**config.mk**
```make
export PLATFORM = sky130hd
export DESIGN_NAME = rename_flat
export DESIGN_NICKNAME = d
export VERILOG_FILES = /design/src/rtl/types_pkg.sv /design/src/rtl/rename_if.sv /design/src/rtl/rename_free_list.sv /design/src/rtl/rename.sv /design/src/flat_wrapper.sv
export SDC_FILE = /design/constraint.sdc
export NUM_CORES = 2
export LEC_CHECK = 0
export ABC_CLOCK_PERIOD_IN_PS = 10050
export BUFFER_PORTS_ARGS = -buffer_cell sky130_fd_sc_hd__buf_2
export CORE_MARGIN = 2
export CORE_UTILIZATION = 47
export DETAILED_ROUTE_END_ITERATION = 7
export PLACE_DENSITY_LB_ADDON = 0.1
export SLEW_MARGIN = 20
export SYNTH_ARGS = -nofsm -noshare
export SYNTH_HDL_FRONTEND = slang
export SYNTH_SLANG_ARGS = --single-unit
```
**constraint.sdc**
```tcl
create_clock -name clk -period 10.05 [get_ports clk]
set_clock_uncertainty 0.1 [all_clocks]
set_input_delay 1.5075 -clock clk [delete_from_list [all_inputs] [get_ports clk]]
set_output_delay 1.5075 -clock clk [all_outputs]
set_load 0.05 [all_outputs]
```
**src/rtl/types_pkg.sv**
```systemverilog
// types_pkg: shared types and constants for the rename slice.
//   decode_data  - decoded instruction from decode (rs1, rs2, rd, rd_we, fu, opcode, func3, func7, imm)
//   rename_data  - renamed instruction sent to dispatch (fu, ps1, ps2, pd_new, pd_old, opcode, func3, func7, imm)
//   FU_*         - functional-unit encoding
//   fl_inc()     - free-list pointer increment with wrap at FREE_DEPTH-1
package types_pkg;
  localparam int ARCH_REGS  = 32;
  localparam int PHYS_REGS  = 128;
  localparam int FREE_DEPTH = PHYS_REGS - ARCH_REGS;
  localparam int PREG_W     = 7;
  localparam int AREG_W     = 5;

  localparam logic [1:0] FU_NONE = 2'b00;
  localparam logic [1:0] FU_ALU  = 2'b01;
  localparam logic [1:0] FU_BR   = 2'b10;
  localparam logic [1:0] FU_MEM  = 2'b11;

  typedef logic [PREG_W-1:0] preg_t;
  typedef logic [AREG_W-1:0] areg_t;
  // Free-list pointers and occupancy (0..96) share one 7-bit type.
  typedef logic [6:0]        flptr_t;

  localparam flptr_t FL_LAST  = flptr_t'(FREE_DEPTH - 1);
  localparam flptr_t FL_DEPTH = flptr_t'(FREE_DEPTH);

  typedef struct packed {
    areg_t       rs1;
    areg_t       rs2;
    areg_t       rd;
    logic        rd_we;
    logic [1:0]  fu;
    logic [6:0]  opcode;
    logic [2:0]  func3;
    logic [6:0]  func7;
    logic [31:0] imm;
  } decode_data;

  typedef struct packed {
    logic [1:0]  fu;
    preg_t       ps1;
    preg_t       ps2;
    preg_t       pd_new;
    preg_t       pd_old;
    logic [6:0]  opcode;
    logic [2:0]  func3;
    logic [6:0]  func7;
    logic [31:0] imm;
  } rename_data;

  function automatic flptr_t fl_inc(input flptr_t p);
    return (p == FL_LAST) ? '0 : p + 7'd1;
  endfunction
endpackage

```
**src/rtl/rename_if.sv**
```systemverilog
// rename_if: decode->rename->dispatch handshake plus ROB commit and branch
// resolution signals.
//   master: drives valid_in/data_in, ready_out, commit_*, branch_resolved, mispredict
//   slave : the rename stage itself
interface rename_if;
  import types_pkg::*;

  logic       valid_in;
  decode_data data_in;
  logic       ready_in;
  logic       valid_out;
  rename_data data_out;
  logic       ready_out;
  logic       commit_valid;
  preg_t      commit_pd_old;
  logic       branch_resolved;
  logic       mispredict;

  modport master (
    output valid_in, data_in, ready_out, commit_valid, commit_pd_old,
           branch_resolved, mispredict,
    input  ready_in, valid_out, data_out
  );

  modport slave (
    input  valid_in, data_in, ready_out, commit_valid, commit_pd_old,
           branch_resolved, mispredict,
    output ready_in, valid_out, data_out
  );
endinterface

```
**src/rtl/rename_free_list.sv**
```systemverilog
// free_list: circular buffer of free physical registers.
//   push/push_preg       - return a preg at tail (commit)
//   pop/pop_preg         - pop_preg is the preg at head; pop consumes it
//   restore/restore_head - rewind head to a checkpoint; the pregs between the
//                          checkpoint and the current head become free again
//   head, count          - current head pointer and number of free entries
module free_list
  import types_pkg::*;
(
  input  logic   clk,
  input  logic   reset,
  input  logic   push,
  input  preg_t  push_preg,
  input  logic   pop,
  output preg_t  pop_preg,
  input  logic   restore,
  input  flptr_t restore_head,
  output flptr_t head,
  output flptr_t count
);
  preg_t  entries [FREE_DEPTH];
  flptr_t tail;
  flptr_t rollback;

  // Entries allocated since the checkpoint: (head - restore_head) mod 96.
  // 7-bit modular arithmetic is exact because the true result is < 96.
  assign rollback = (head >= restore_head) ? (head - restore_head)
                                           : (head + FL_DEPTH - restore_head);
  assign pop_preg = entries[head];

  always_ff @(posedge clk) begin
    if (reset) begin
      for (int i = 0; i < FREE_DEPTH; i++) entries[i] <= preg_t'(ARCH_REGS + i);
      head  <= '0;
      tail  <= '0;
      count <= FL_DEPTH;
    end else begin
      if (push) begin
        entries[tail] <= push_preg;
        tail          <= fl_inc(tail);
      end
      if (restore) begin
        head  <= restore_head;
        count <= count + rollback + {6'b0, push};
      end else begin
        if (pop) head <= fl_inc(head);
        count <= count + {6'b0, push} - {6'b0, pop};
      end
    end
  end

  a_no_push_when_full: assert property (@(posedge clk) disable iff (reset)
    !(push && count == FL_DEPTH));
endmodule

```
**src/rtl/rename.sv**
```systemverilog
// rename: in-order register rename stage between decode and dispatch.
// Owns the map table, the free list and a single branch checkpoint.
//   clk, reset - clock, synchronous active-high reset
//   bus        - rename_if.slave: decode handshake (valid_in/data_in/ready_in),
//                dispatch handshake (valid_out/data_out/ready_out), commit
//                (commit_valid/commit_pd_old), branch_resolved, mispredict
module rename
  import types_pkg::*;
(
  input logic     clk,
  input logic     reset,
  rename_if.slave bus
);
  preg_t      map_p0  [ARCH_REGS];
  preg_t      ckpt_map[ARCH_REGS];
  flptr_t     ckpt_head;
  logic       ckpt_busy;

  decode_data din;
  logic       needs_dest;
  logic       is_br;
  logic       ready;
  logic       accept;
  logic       pop;
  preg_t      fl_preg;
  flptr_t     fl_head;
  flptr_t     fl_count;
  flptr_t     head_after;
  rename_data rn;

  rename_data data_p1;
  logic       vld_p1;

  // ---- stage p0: map lookup and preg allocation ----
  assign din        = bus.data_in;
  assign needs_dest = din.rd_we && (din.rd != '0);
  assign is_br      = (din.fu == FU_BR);
  // Pop eligibility uses the registered count only, so a same-cycle commit
  // cannot rescue an empty free list.
  assign ready      = (!vld_p1 || bus.ready_out) && !bus.mispredict &&
                      (!needs_dest || fl_count != '0) && !(is_br && ckpt_busy);
  assign accept     = bus.valid_in && ready;
  assign pop        = accept && needs_dest;
  assign head_after = pop ? fl_inc(fl_head) : fl_head;

  always_comb begin
    rn        = '0;
    rn.fu     = din.fu;
    rn.ps1    = map_p0[din.rs1];
    rn.ps2    = map_p0[din.rs2];
    rn.pd_new = needs_dest ? fl_preg : '0;
    rn.pd_old = needs_dest ? map_p0[din.rd] : '0;
    rn.opcode = din.opcode;
    rn.func3  = din.func3;
    rn.func7  = din.func7;
    rn.imm    = din.imm;
  end

  free_list u_free_list (
    .clk          (clk),
    .reset        (reset),
    .push         (bus.commit_valid),
    .push_preg    (bus.commit_pd_old),
    .pop          (pop),
    .pop_preg     (fl_preg),
    .restore      (bus.mispredict),
    .restore_head (ckpt_head),
    .head         (fl_head),
    .count        (fl_count)
  );

  always_ff @(posedge clk) begin
    if (reset) begin
      for (int i = 0; i < ARCH_REGS; i++) begin
        map_p0[i]   <= preg_t'(i);
        ckpt_map[i] <= preg_t'(i);
      end
      ckpt_head <= '0;
      ckpt_busy <= 1'b0;
    end else if (bus.mispredict) begin
      for (int i = 0; i < ARCH_REGS; i++) map_p0[i] <= ckpt_map[i];
      ckpt_busy <= 1'b0;
    end else begin
      if (pop) map_p0[din.rd] <= fl_preg;
      if (accept && is_br) begin
        // Snapshot reflects the branch's own destination write, if any.
        for (int i = 0; i < ARCH_REGS; i++)
          ckpt_map[i] <= (pop && din.rd == areg_t'(i)) ? fl_preg : map_p0[i];
        ckpt_head <= head_after;
        ckpt_busy <= 1'b1;
      end else if (bus.branch_resolved) begin
        ckpt_busy <= 1'b0;
      end
    end
  end

  // ---- stage p1: output register toward dispatch ----
  always_ff @(posedge clk) begin
    if (reset) begin
      vld_p1  <= 1'b0;
      data_p1 <= '0;
    end else if (bus.mispredict) begin
      vld_p1 <= 1'b0;
    end else if (accept) begin
      vld_p1  <= 1'b1;
      data_p1 <= rn;
    end else if (bus.ready_out) begin
      vld_p1 <= 1'b0;
    end
  end

  assign bus.ready_in  = ready;
  assign bus.valid_out = vld_p1;
  assign bus.data_out  = data_p1;
endmodule

```
**src/flat_wrapper.sv**
```systemverilog
// flat-port wrapper written by rule: the top's interface ports become plain ports
module rename_flat import types_pkg::*;
  (clk, reset, bus_valid_in, bus_data_in, bus_ready_out, bus_commit_valid, bus_commit_pd_old, bus_branch_resolved, bus_mispredict, bus_ready_in, bus_valid_out, bus_data_out);
  rename_if bus_i ();
  input logic clk;
  input logic reset;
  input wire logic [$bits(bus_i.valid_in)-1:0] bus_valid_in;
  input wire logic [$bits(bus_i.data_in)-1:0] bus_data_in;
  input wire logic [$bits(bus_i.ready_out)-1:0] bus_ready_out;
  input wire logic [$bits(bus_i.commit_valid)-1:0] bus_commit_valid;
  input wire logic [$bits(bus_i.commit_pd_old)-1:0] bus_commit_pd_old;
  input wire logic [$bits(bus_i.branch_resolved)-1:0] bus_branch_resolved;
  input wire logic [$bits(bus_i.mispredict)-1:0] bus_mispredict;
  output wire logic [$bits(bus_i.ready_in)-1:0] bus_ready_in;
  output wire logic [$bits(bus_i.valid_out)-1:0] bus_valid_out;
  output wire logic [$bits(bus_i.data_out)-1:0] bus_data_out;
  assign bus_i.valid_in = bus_valid_in;
  assign bus_i.data_in = bus_data_in;
  assign bus_i.ready_out = bus_ready_out;
  assign bus_i.commit_valid = bus_commit_valid;
  assign bus_i.commit_pd_old = bus_commit_pd_old;
  assign bus_i.branch_resolved = bus_branch_resolved;
  assign bus_i.mispredict = bus_mispredict;
  assign bus_ready_in = bus_i.ready_in;
  assign bus_valid_out = bus_i.valid_out;
  assign bus_data_out = bus_i.data_out;
  rename u_core (.clk(clk), .reset(reset), .bus(bus_i));
endmodule
```
==> impl_metrics.tcl <==
set metrics [dict create \
    num_rows 141 \
    p_sw_w 0.003329 \
    wire_per_inst_um 29.00 \
    synth_top_area_share_pct 57.89 \
    wirelength_um 211300 \
    post_cts_resized 0 \
    hp-start "u_core.bus.data_out[5]" \
    yosysTopAreaCell "edfxtp_1" \
    ys.flop_type "edfxtp_1" \
    ff2ff_setup_slack_ns 4.50 \
    p_total_w 0.01366 \
    cts_hold_buf 0 \
    clock_sinks 1453 \
    cp.arrival_ns 5.93 \
    critPathKind "reg -> reg" \
    ios 162 \
    start_kind "flop" \
    netlist_instances 5298 \
    post_cts_buffers 0 \
    slew_viol_final 0 \
    die_w_um 389.2 \
    rsz0062_at_grt "false" \
    end_kind "flop" \
    timing.rr.end "u_core.ckpt_map[1][110]" \
    ys_ff_latch 1453 \
    overflow 0 \
    rr_startpoint "u_core.u_free_list.head[1]" \
    drt_pass1_iterations 6 \
    nets 5341 \
    clk_latency_ns 0.81 \
    seq_area_frac_synth_pct 61.02 \
    vias_per_cell 6.340 \
    hold_viol_final 0 \
    p_comb_share_pct 8.0 \
    intPower_w 0.01034 \
    period_needed_ns 5.548 \
    rr_worst_depth 10 \
    grt_usage_pct 27.65 \
    peakVddDrop_uv 148.5 \
    mappedNetlistArea_um2 69720 \
    drv_cap 0 \
    coreArea_um2 147500 \
    synthArstFlopShare_pct 0 \
    drt_iter0_markers 5771 \
    top_layer_used "met5" \
    grt_max_degree 229 \
    place_congestion 0.9212 \
    cts_root_buf "clkbuf_16" \
    grt_pass1_vias 44170 \
    power_frac_clock_pct 41.6 \
    whs_endpoint "u_core.bus.data_out[5]" \
    clock.fmax_mhz 180.2 \
    ant_nets 0 \
    synth_edf_count 1344 \
    avgSynthCellArea_um2 13.16 \
    route.vias.total 46200 \
    die-area_um2 151400 \
    antenna_found_initial 9 \
    p_leak_nw 23.23 \
    yosys_warnings 0 \
    hold_class "reg -> reg" \
    drc 0 \
    synthTopCellsByArea "edfxtp_1 58%, mux4_2 11%, dfxtp_1 3.1%" \
    grt_pass1_wl_um 308900 \
    fin_util_pct 51.95 \
    clk_pin_slew_ns 0.06 \
    p_per_area_nw_per_um2 178.4 \
    synth_nets 5417 \
    met2_wirelength_um 92920 \
    required_ns 10.43 \
    die_h_um 389.2 \
    worst_slew_pin_slew_ns 1.188 \
    swShare_pct 24.36 \
    netlist-cell-type-count 71 \
    drive_gt1_share_pct 18.19 \
    dp_hpwl_um 133300 \
    run_status "finished, final reports clean" \
    cts_buffers 158 \
    wl_met3_um 21030 \
    clk_path_buf_depth 3 \
    numPortBuffers 161 \
    min_delay_path_depth 2 \
    critPathMaxFanout 29 \
    p_seq_share_pct 50.4 \
    slew_headroom_pct 20.74 \
    setup_viol 0 \
    start_util_pct 47.27 \
    period_share_pct 55.21 \
    tritoncts "built" \
    m1WireLength_um 92430 \
    htreeDepth 4 \
    area_growth_pct 9.890 \
    setup_tns_ns 0 \
]
stage by stage:
step                      worst slack, ns  hold WS, ns  area [µm²]  cells
after floorplan                    0.7867       0.3488       69720   5298
after global placement              3.954       0.3382       71630   6992
after global routing                4.211       0.3660       76600   7282
after CTS                           4.452       0.3516       76600   7280
after detailed placement            3.844       0.3440       71630   6992
final                               4.502       0.3498       76620   7287
how the worst max path moves through the flow:
stage / from / endpoint / slack, ns
after global routing: bus_data_in[55] / u_core.map_p0[17][4] / 4.21
final: u_core.u_free_list.head[1] / u_core.ckpt_map[1][110] / 4.50
after floorplan: bus_data_in[54] / u_core.ckpt_head[3] / 0.79
after detailed placement: bus_data_in[55] / u_core.ckpt_map[0][103] / 3.84
after CTS: u_core.u_free_list.head[1] / u_core.ckpt_map[1][110] / 4.45
after global placement: bus_data_in[55] / u_core.ckpt_map[0][98] / 3.95
layer usage:
layer	global-route usage (%)	vias to the layer above
met5	0	-
met4	7.167	6
met3	6.831	295
met2	40.53	2216
met1	41.26	23670
li1	-	20010
sequential cells by signal, indices dropped and copies added (netlist names), 7 cells and up:
register,flops
u_core.u_free_list.tail,7
u_core.u_free_list.count,7
u_core.u_free_list.entries,896
u_core.ckpt_head,7
u_core.map_p0,224
u_core.bus.data_out,79
u_core.ckpt_map,224
u_core.u_free_list.head,7
final cells by class:
type                       count  area, µm²
antenna                        7      17.52
inverter                      40      167.7
clock inverter                84      773.2
clock buffer                 204       4189
fill                       12520      70870
tap                         1930       2415
sequential                  1453      42550
multi-input combinational   3320      24950
timing repair buffer         249       1554
cells by family (layout without fill, tap and decap cells):
| group | count (synthesis) | count (layout) | share of synthesized area, % |
|---|---|---|---|
| AOI/OAI and AO/OA | 744 | 744 | 6.810 |
| xor gates and xnor gates | 26 | 26 | 0.3266 |
| adders and majority gates | 38 | 38 | 0.7789 |
| buffers and inverters | 525 | 577 | 3.363 |
| DFF | 1453 | 1453 | 61.02 |
| muxes | 561 | 561 | 14.28 |
| other | 0 | 7 | 0 |
| and+or+nand+nor | 1951 | 1951 | 13.42 |
critical path, stage by stage (launching register included):
cell,delay (ns)
dfxtp_4,0.58
buf_4,0.57
mux4_2,0.61
mux2i_1,0.30
a211oi_1,0.26
a22oi_1,0.38
or3b_2,0.47
buf_4,0.28
inv_1,0.93
buf_4,0.48
a211oi_1,0.13
layout by cell type (no fill, tap or decap), types with 104 or more instances in the layout:
cell / synthesis / final
a21oi_1: 191 / 191
a22oi_1: 104 / 104
and2_1: 148 / 146
buf_2: 39 / 154
clkbuf_16: 0 / 160
dfxtp_1: 109 / 106
edfxtp_1: 1344 / 1344
mux2i_1: 214 / 214
mux4_2: 347 / 347
nand2_1: 508 / 499
nor2_1: 494 / 488
nor3_1: 282 / 279
o21ai_0: 159 / 159
or2_2: 107 / 107
or3_1: 168 / 167
Yosys cell counts, types with 6 or more instances:
cell and number:
edfxtp_1 1344, nand2_1 508, nor2_1 494, clkbuf_1 355
mux4_2 347, nor3_1 282, mux2i_1 214, a21oi_1 191
or3_1 168, o21ai_0 159, and2_1 148, dfxtp_1 109
or2_2 107, a22oi_1 104, nand3_1 95, a211oi_1 57
buf_1 47, nand2b_1 42, buf_2 39, o22ai_1 38
a31oi_1 36, nand3b_1 36, buf_6 32, o31ai_1 31
inv_1 30, ha_1 29, o211ai_1 23, a22o_1 20
o31a_1 20, and3_1 15, xnor2_1 15, a41oi_1 12
or3b_2 12, nor2b_1 11, xor2_1 11, fa_1 9
nor3b_1 9, buf_4 8, a2bb2oi_1 7, a21o_1 6
a32o_1 6, nand4_1 6
power by group through the flow:
stage | registers [W] | logic, W | clock network (W)
6_report | 0.00688 | 0.00109 | 0.00569
5_1_grt | 0.00690 | 0.00115 | 0.00598
4_1_cts | 0.00688 | 0.00108 | 0.00576
3_5_place_dp | 0.00701 | 0.00107 | 0
3_3_place_gp | 0.00700 | 0.00107 | 0
2_1_floorplan | 0.00702 | 0.000647 | 0
No activity file was read; power rests on OpenSTA's default activity.
